==> config.mk <==
export PLATFORM = sky130hd
export DESIGN_NAME = aes_word_packer_flat
export DESIGN_NICKNAME = d
export VERILOG_FILES = /design/src/rtl/aes_package.sv /design/src/rtl/aes_word_packer_if.sv /design/src/rtl/aes_word_packer.sv /design/src/flat_wrapper.sv
export SDC_FILE = /design/constraint.sdc
export NUM_CORES = 1
export LEC_CHECK = 0
export CELL_PAD_IN_SITES_DETAIL_PLACEMENT = 0
export CELL_PAD_IN_SITES_GLOBAL_PLACEMENT = 1
export CORE_UTILIZATION = 34
export DETAILED_ROUTE_END_ITERATION = 8
export GPL_ROUTABILITY_DRIVEN = 1
export PLACE_DENSITY_LB_ADDON = 0.1
export SLEW_MARGIN = 20
export SYNTH_ARGS = -nofsm -noshare
export SYNTH_HDL_FRONTEND = slang
export SYNTH_SLANG_ARGS = --single-unit
==> constraint.sdc <==
create_clock -name clk -period 2.7 [get_ports clk]
set_clock_uncertainty 0.1 [all_clocks]
set_input_delay 0.54 -clock clk [delete_from_list [all_inputs] [get_ports clk]]
set_output_delay 0.54 -clock clk [all_outputs]
set_load 0.005 [all_outputs]
==> src/rtl/aes_package.sv <==
// Shared types and constants for the AES word packer.
package aes_package;

   localparam int AES_WORD_W      = 32;
   localparam int AES_BLOCK_WORDS = 4;
   localparam int AES_BLOCK_W     = AES_WORD_W * AES_BLOCK_WORDS;
   localparam int AES_WIDX_W      = $clog2(AES_BLOCK_WORDS);
   localparam int AES_LSB_W       = $clog2(AES_BLOCK_W);

   typedef enum logic [2:0] {
      IDLE    = 3'd0,
      PACK    = 3'd1,
      ISSUE   = 3'd2,
      WAIT_CT = 3'd3,
      UNPACK  = 3'd4,
      DONE    = 3'd5
   } aes_pack_state_t;

   // Bit offset of word 'idx' inside a 128-bit block; word 0 sits in the LSBs.
   function automatic logic [AES_LSB_W-1:0] word_lsb(input logic [AES_WIDX_W-1:0] idx);
      return AES_LSB_W'(idx) << $clog2(AES_WORD_W);
   endfunction

endpackage

==> src/rtl/aes_word_packer_if.sv <==
// Stream and block handshake bundle between the packer and its neighbours.
// master: the packer itself; slave: source streamer, cipher core and sink.
interface aes_word_packer_if;
   import aes_package::*;

   logic [AES_WORD_W-1:0]  pt_data_i;
   logic                   pt_valid_i;
   logic                   pt_ready_o;

   logic [AES_BLOCK_W-1:0] blk_data_o;
   logic                   blk_valid_o;
   logic                   blk_ready_i;

   logic [AES_BLOCK_W-1:0] ct_blk_i;
   logic                   ct_valid_i;
   logic                   ct_ready_o;

   logic [AES_WORD_W-1:0]  ct_data_o;
   logic                   ct_valid_o;
   logic                   ct_ready_i;

   modport master (
      input  pt_data_i, pt_valid_i, blk_ready_i, ct_blk_i, ct_valid_i, ct_ready_i,
      output pt_ready_o, blk_data_o, blk_valid_o, ct_ready_o, ct_data_o, ct_valid_o
   );

   modport slave (
      output pt_data_i, pt_valid_i, blk_ready_i, ct_blk_i, ct_valid_i, ct_ready_i,
      input  pt_ready_o, blk_data_o, blk_valid_o, ct_ready_o, ct_data_o, ct_valid_o
   );

endinterface

==> src/rtl/aes_word_packer.sv <==
// Packs four 32-bit plaintext words into a 128-bit block for the cipher core,
// then unpacks the returned ciphertext block into four words, LSB word first.
// All handshake outputs come straight from flops (gated only by enable), so
// no ready->valid combinational path exists on any side.
module aes_word_packer
   import aes_package::*;
#(
   parameter int CNT_W = 16
) (
   input  logic             clk,
   input  logic             reset_n,
   input  logic             clear,
   input  logic             start,
   input  logic             enable,
   input  logic [CNT_W-1:0] num_blocks_i,
   output logic             busy_o,
   output logic             done_o,
   aes_word_packer_if.master bus
);

   localparam logic [AES_WIDX_W-1:0] LAST_WORD = AES_WIDX_W'(AES_BLOCK_WORDS - 1);

   aes_pack_state_t        state;
   logic [CNT_W-1:0]       num_q;
   logic [CNT_W-1:0]       blk_cnt;
   logic [AES_WIDX_W-1:0]  word_idx;
   logic [AES_BLOCK_W-1:0] blk_q;
   logic [AES_BLOCK_W-1:0] ct_q;

   logic pt_rdy_q, blk_vld_q, ct_rdy_q, ct_vld_q;
   logic pt_fire, blk_fire, ct_in_fire, ct_out_fire;

   // enable=0 drops every handshake output immediately without touching state
   assign bus.pt_ready_o  = pt_rdy_q  & enable;
   assign bus.blk_valid_o = blk_vld_q & enable;
   assign bus.ct_ready_o  = ct_rdy_q  & enable;
   assign bus.ct_valid_o  = ct_vld_q  & enable;
   assign bus.blk_data_o  = blk_q;
   assign bus.ct_data_o   = ct_q[word_lsb(word_idx) +: AES_WORD_W];
   assign busy_o          = (state != IDLE);

   assign pt_fire     = bus.pt_valid_i & bus.pt_ready_o;
   assign blk_fire    = bus.blk_valid_o & bus.blk_ready_i;
   assign ct_in_fire  = bus.ct_valid_i & bus.ct_ready_o;
   assign ct_out_fire = bus.ct_valid_o & bus.ct_ready_i;

   // Job sequencer: state, counters, data registers and registered handshake flags
   always_ff @(posedge clk or negedge reset_n) begin
      if (!reset_n) begin
         state     <= IDLE;
         num_q     <= '0;
         blk_cnt   <= '0;
         word_idx  <= '0;
         blk_q     <= '0;
         ct_q      <= '0;
         pt_rdy_q  <= 1'b0;
         blk_vld_q <= 1'b0;
         ct_rdy_q  <= 1'b0;
         ct_vld_q  <= 1'b0;
         done_o    <= 1'b0;
      end else begin
         done_o <= 1'b0;
         if (clear) begin
            state     <= IDLE;
            blk_cnt   <= '0;
            word_idx  <= '0;
            pt_rdy_q  <= 1'b0;
            blk_vld_q <= 1'b0;
            ct_rdy_q  <= 1'b0;
            ct_vld_q  <= 1'b0;
         end else if (enable) begin
            case (state)
               IDLE: begin
                  if (start) begin
                     num_q    <= num_blocks_i;
                     blk_cnt  <= '0;
                     word_idx <= '0;
                     if (num_blocks_i == '0) begin
                        state <= DONE;
                     end else begin
                        state    <= PACK;
                        pt_rdy_q <= 1'b1;
                     end
                  end
               end
               PACK: begin
                  if (pt_fire) begin
                     blk_q[word_lsb(word_idx) +: AES_WORD_W] <= bus.pt_data_i;
                     if (word_idx == LAST_WORD) begin
                        word_idx  <= '0;
                        pt_rdy_q  <= 1'b0;
                        blk_vld_q <= 1'b1;
                        state     <= ISSUE;
                     end else begin
                        word_idx <= word_idx + 1'b1;
                     end
                  end
               end
               ISSUE: begin
                  if (blk_fire) begin
                     blk_vld_q <= 1'b0;
                     ct_rdy_q  <= 1'b1;
                     state     <= WAIT_CT;
                  end
               end
               WAIT_CT: begin
                  if (ct_in_fire) begin
                     ct_q     <= bus.ct_blk_i;
                     ct_rdy_q <= 1'b0;
                     ct_vld_q <= 1'b1;
                     word_idx <= '0;
                     state    <= UNPACK;
                  end
               end
               UNPACK: begin
                  if (ct_out_fire) begin
                     if (word_idx == LAST_WORD) begin
                        word_idx <= '0;
                        ct_vld_q <= 1'b0;
                        blk_cnt  <= blk_cnt + CNT_W'(1);
                        if ((blk_cnt + CNT_W'(1)) == num_q) begin
                           state <= DONE;
                        end else begin
                           state    <= PACK;
                           pt_rdy_q <= 1'b1;
                        end
                     end else begin
                        word_idx <= word_idx + 1'b1;
                     end
                  end
               end
               DONE: begin
                  done_o <= 1'b1;
                  state  <= IDLE;
               end
               default: state <= IDLE;
            endcase
         end
      end
   end

endmodule

==> src/flat_wrapper.sv <==
// flat-port wrapper written by rule: the top's interface ports become plain ports
module aes_word_packer_flat import aes_package::*;
#(
   parameter int CNT_W = 16
)
  (clk, reset_n, clear, start, enable, num_blocks_i, busy_o, done_o, bus_pt_data_i, bus_pt_valid_i, bus_blk_ready_i, bus_ct_blk_i, bus_ct_valid_i, bus_ct_ready_i, bus_pt_ready_o, bus_blk_data_o, bus_blk_valid_o, bus_ct_ready_o, bus_ct_data_o, bus_ct_valid_o);
  aes_word_packer_if bus_i ();
  input  logic clk;
  input  logic reset_n;
  input  logic clear;
  input  logic start;
  input  logic enable;
  input  logic [CNT_W-1:0] num_blocks_i;
  output logic busy_o;
  output logic done_o;
  input wire logic [$bits(bus_i.pt_data_i)-1:0] bus_pt_data_i;
  input wire logic [$bits(bus_i.pt_valid_i)-1:0] bus_pt_valid_i;
  input wire logic [$bits(bus_i.blk_ready_i)-1:0] bus_blk_ready_i;
  input wire logic [$bits(bus_i.ct_blk_i)-1:0] bus_ct_blk_i;
  input wire logic [$bits(bus_i.ct_valid_i)-1:0] bus_ct_valid_i;
  input wire logic [$bits(bus_i.ct_ready_i)-1:0] bus_ct_ready_i;
  output wire logic [$bits(bus_i.pt_ready_o)-1:0] bus_pt_ready_o;
  output wire logic [$bits(bus_i.blk_data_o)-1:0] bus_blk_data_o;
  output wire logic [$bits(bus_i.blk_valid_o)-1:0] bus_blk_valid_o;
  output wire logic [$bits(bus_i.ct_ready_o)-1:0] bus_ct_ready_o;
  output wire logic [$bits(bus_i.ct_data_o)-1:0] bus_ct_data_o;
  output wire logic [$bits(bus_i.ct_valid_o)-1:0] bus_ct_valid_o;
  assign bus_i.pt_data_i = bus_pt_data_i;
  assign bus_i.pt_valid_i = bus_pt_valid_i;
  assign bus_i.blk_ready_i = bus_blk_ready_i;
  assign bus_i.ct_blk_i = bus_ct_blk_i;
  assign bus_i.ct_valid_i = bus_ct_valid_i;
  assign bus_i.ct_ready_i = bus_ct_ready_i;
  assign bus_pt_ready_o = bus_i.pt_ready_o;
  assign bus_blk_data_o = bus_i.blk_data_o;
  assign bus_blk_valid_o = bus_i.blk_valid_o;
  assign bus_ct_ready_o = bus_i.ct_ready_o;
  assign bus_ct_data_o = bus_i.ct_data_o;
  assign bus_ct_valid_o = bus_i.ct_valid_o;
  aes_word_packer #(.CNT_W(CNT_W)) u_core (.clk(clk), .reset_n(reset_n), .clear(clear), .start(start), .enable(enable), .num_blocks_i(num_blocks_i), .busy_o(busy_o), .done_o(done_o), .bus(bus_i));
endmodule
==> run metrics <==
status finished with violations; failing checks negative setup slack; first-pass GRT wire length 62400 um; YS warnings 0; # rows 72; RSZ-0062 raised after global routing yes; ranking of synthesized cells by area dfrtp_1 56%, mux2_2 12%, nand2_1 8.4%, o21ai_0 5.9%, mux4_2 5.4%; flops & latches, synth 298; Fin. Hold Viols 0; vias in the first global route 10.7k; Overall Power 13.6 mW; total number of vias around 10k; residual antenna-violating net count after detailed routing 0; Critical Path Max Stage Delay around 530 ps; initial antenna violation count 6; final critical-path required period around 2800 ps; global route overflow 0; worst r2r dst u_core.pt_rdy_q; type of the worst min-delay path register to register; root buf cell clkbuf_16; Worst-Skew Late Latency approximately 530 ps; area leader, netlist dfrtp_1; worst hold margin approximately 370 ps; worst path required time about 3000 ps; clock slew at reported path FFs roughly 60 ps; Critical Path Sink Type register; max cap viols 0; CTS tree built; worst IR drop on VDD around 0.00053 V; pre-CTS setup slack -280 ps; Die W approximately 200 um; Layout area overhead 48.0%; Post-layout nets approximately 1.8k; fill count around 3.5k; RR Startpoint u_core.blk_cnt[0]; sum of negative setup slack -81.2 ps; leakage power between 8 and 9 nW; Largest delay share family, worst path simple AND/OR/NAND/NOR gates; area fraction of the dominant cell type after synthesis 56.0%; Routed wire per std cell about 19 um; Post-synth EDFFs 0; crit-path cells ha_4 -> xor2_1 -> a2111o_1 -> a2111oi_2 -> buf_4 -> o2111ai_2 -> or4_4 -> and3_4 -> mux2_4; Least-Margin Pin Slew 549 ps; most frequent cells in the layout 317 x clkdlybuf4s50_1, 293 x nand2_1, 292 x dfrtp_1, 158 x o21ai_0, 145 x mux2_2; power density over the cells roughly 690 nW/um2; total CTS buffers 36; clk buf depth 3; Critical Path AT between 3000 and 4000 ps; Final Max Tran Viols 0; initial DRC count ~410; Slowest-stage cell, CP or4_4; synthesized area about 13000 um2; commonest non-fill, non-tap cell in the layout clkdlybuf4s50_1; fraction of layout cells with a size suffix above 1 26.0%; final wirelength roughly 40000 um; Avg Inst Size Synth around 11 um2; worst-path maximum fanout 3; clock sinks roughly 300; Total Routing Usage GR approximately a fifth; dpl hpwl 29400 um; Die Y roughly 200 um; syn_nets around 1.4k; post-DR vias/cell roughly 4.8; fraction of registers with async set/reset between 90% and 100%; port buffer count 350; initial core utilization between 30 and 40%; prevailing post-synth register cell dfrtp_1; Setup crit start kind register; CP Capture Point u_core.pt_rdy_q; drc violations 0; I/O pin cnt approximately 350; die area ~40000 um2; crit share post-route 103%; worst setup path start u_core.blk_cnt[0]; H-tree Lvls 2; Hold Path Stages 2; largest net degree at the start of global routing 57; Synth Instances 1179; fin worst setup slack -80.6 ps; FF-to-FF path depth 9; critical path depth 9; Worst R2R Setup Slack -80 ps; DRT Pass-1 Iters 5; Core ar. 38600 um2; Crit Path Class register to register; Yosys cell types 65; crit path buf inv count 1; GP Congestion around 0.83; post-synthesis sequential area ratio approximately 56%; fmax approximately 360 MHz; Setup violations, final 2; slew margin rel. between 60% and 70%
## repair_timing
item | in CTS | in global routing
resized for setup | 148 | 20
pin swaps | 1 | 0
hold endpoints to repair | 47 | 0
gates cloned | 1 | 0
setup buffers | 29 | 1
hold buffers | 1 | 0
setup endpoints to repair | 34 | 17
## cells by family after synthesis
| family | share of synthesized area (%) |
|---|---|
| simple gates | 12.9 |
| mux | 18.0 |
| flops | 56.0 |
| buf+inv | 2.70 |
| fa+ha+maj | 0.658 |
| compound gates | 8.39 |
| xor+xnor | 1.31 |
## worst min-delay path by stage
stage          slack (ps)                        end                       from
2_1_floorplan         140          u_core.blk_cnt[0]                    reset_n
3_3_place_gp          360   u_core.bus.blk_data_o[4]   u_core.bus.blk_data_o[4]
3_5_place_dp          370  u_core.bus.blk_data_o[55]  u_core.bus.blk_data_o[55]
4_1_cts               380  u_core.bus.blk_data_o[89]  u_core.bus.blk_data_o[89]
5_1_grt               400  u_core.bus.blk_data_o[81]  u_core.bus.blk_data_o[81]
6_report              370  u_core.bus.blk_data_o[89]  u_core.bus.blk_data_o[89]
## metal layers
layer  GRT usage, %  vias to the layer above  routed length [um]
li1               -                     4990                   -
met1           26.6                     5057               17300
met2           31.8                      255               18700
met3           7.44                       58                3480
met4           7.46                        2                 939
met5              0                        -                  13
## worst min-delay path, stage by stage (launching register included)
cell,delay (ps)
dfrtp_1,330
nand2_1,50
o21ai_0,60
## where the power goes
| group | internal (mW) | switching [mW] |
|---|---|---|
| Clock | 2.83 | 1.91 |
| Combinational | 2.01 | 1.62 |
| Sequential | 4.87 | 0.318 |
| Total | 9.71 | 3.85 |
## cells in the mapped netlist (all sizes together), types with 5 or more instances
| cell | count |
|---|---|
| nor2b | 5 |
| nand2b | 6 |
| nor4 | 8 |
| dfrtp | 298 |
| clkbuf | 63 |
| nor2 | 15 |
| and3 | 5 |
| inv | 9 |
| nor3b | 7 |
| ha | 7 |
| mux2 | 146 |
| nand3 | 9 |
| buf | 13 |
| a21oi | 8 |
| o21ai | 158 |
| mux4 | 32 |
| xor2 | 7 |
| nand2 | 297 |
| xnor2 | 12 |
| nor3 | 8 |
| nand4 | 5 |
## area by class of cell
type,instances,area [um2],area share (%)
sequential,298,7470,37.9
timing repair buffer,479,4820,24.5
antenna,5,12.5,0.0635
tap,518,648,3.29
clock inverter,8,78.8,0.400
clock buffer,54,1070,5.43
inverter,9,33.8,0.171
multi-input combinational,796,5570,28.3
## registers in the layout, summed over array words and instances (netlist names), 2 cells and up
signal,count
u_core.state,3
u_core.blk_cnt,16
u_core.ct_q,128
u_core.num_q,16
u_core.bus.blk_data_o,128
u_core.word_idx,2
## through the flow
stage               std cells  area, um2  utilization [%]
floorplan                1179      13300                -
detailed placement       2072      18300             47.3
CTS                      2165      19700             50.9
global route             2165      19700             51.0
finish                   2167      19700             51.0
global placement         2072      18300             47.3
Note: power is estimated with default switching activity, not from simulation.
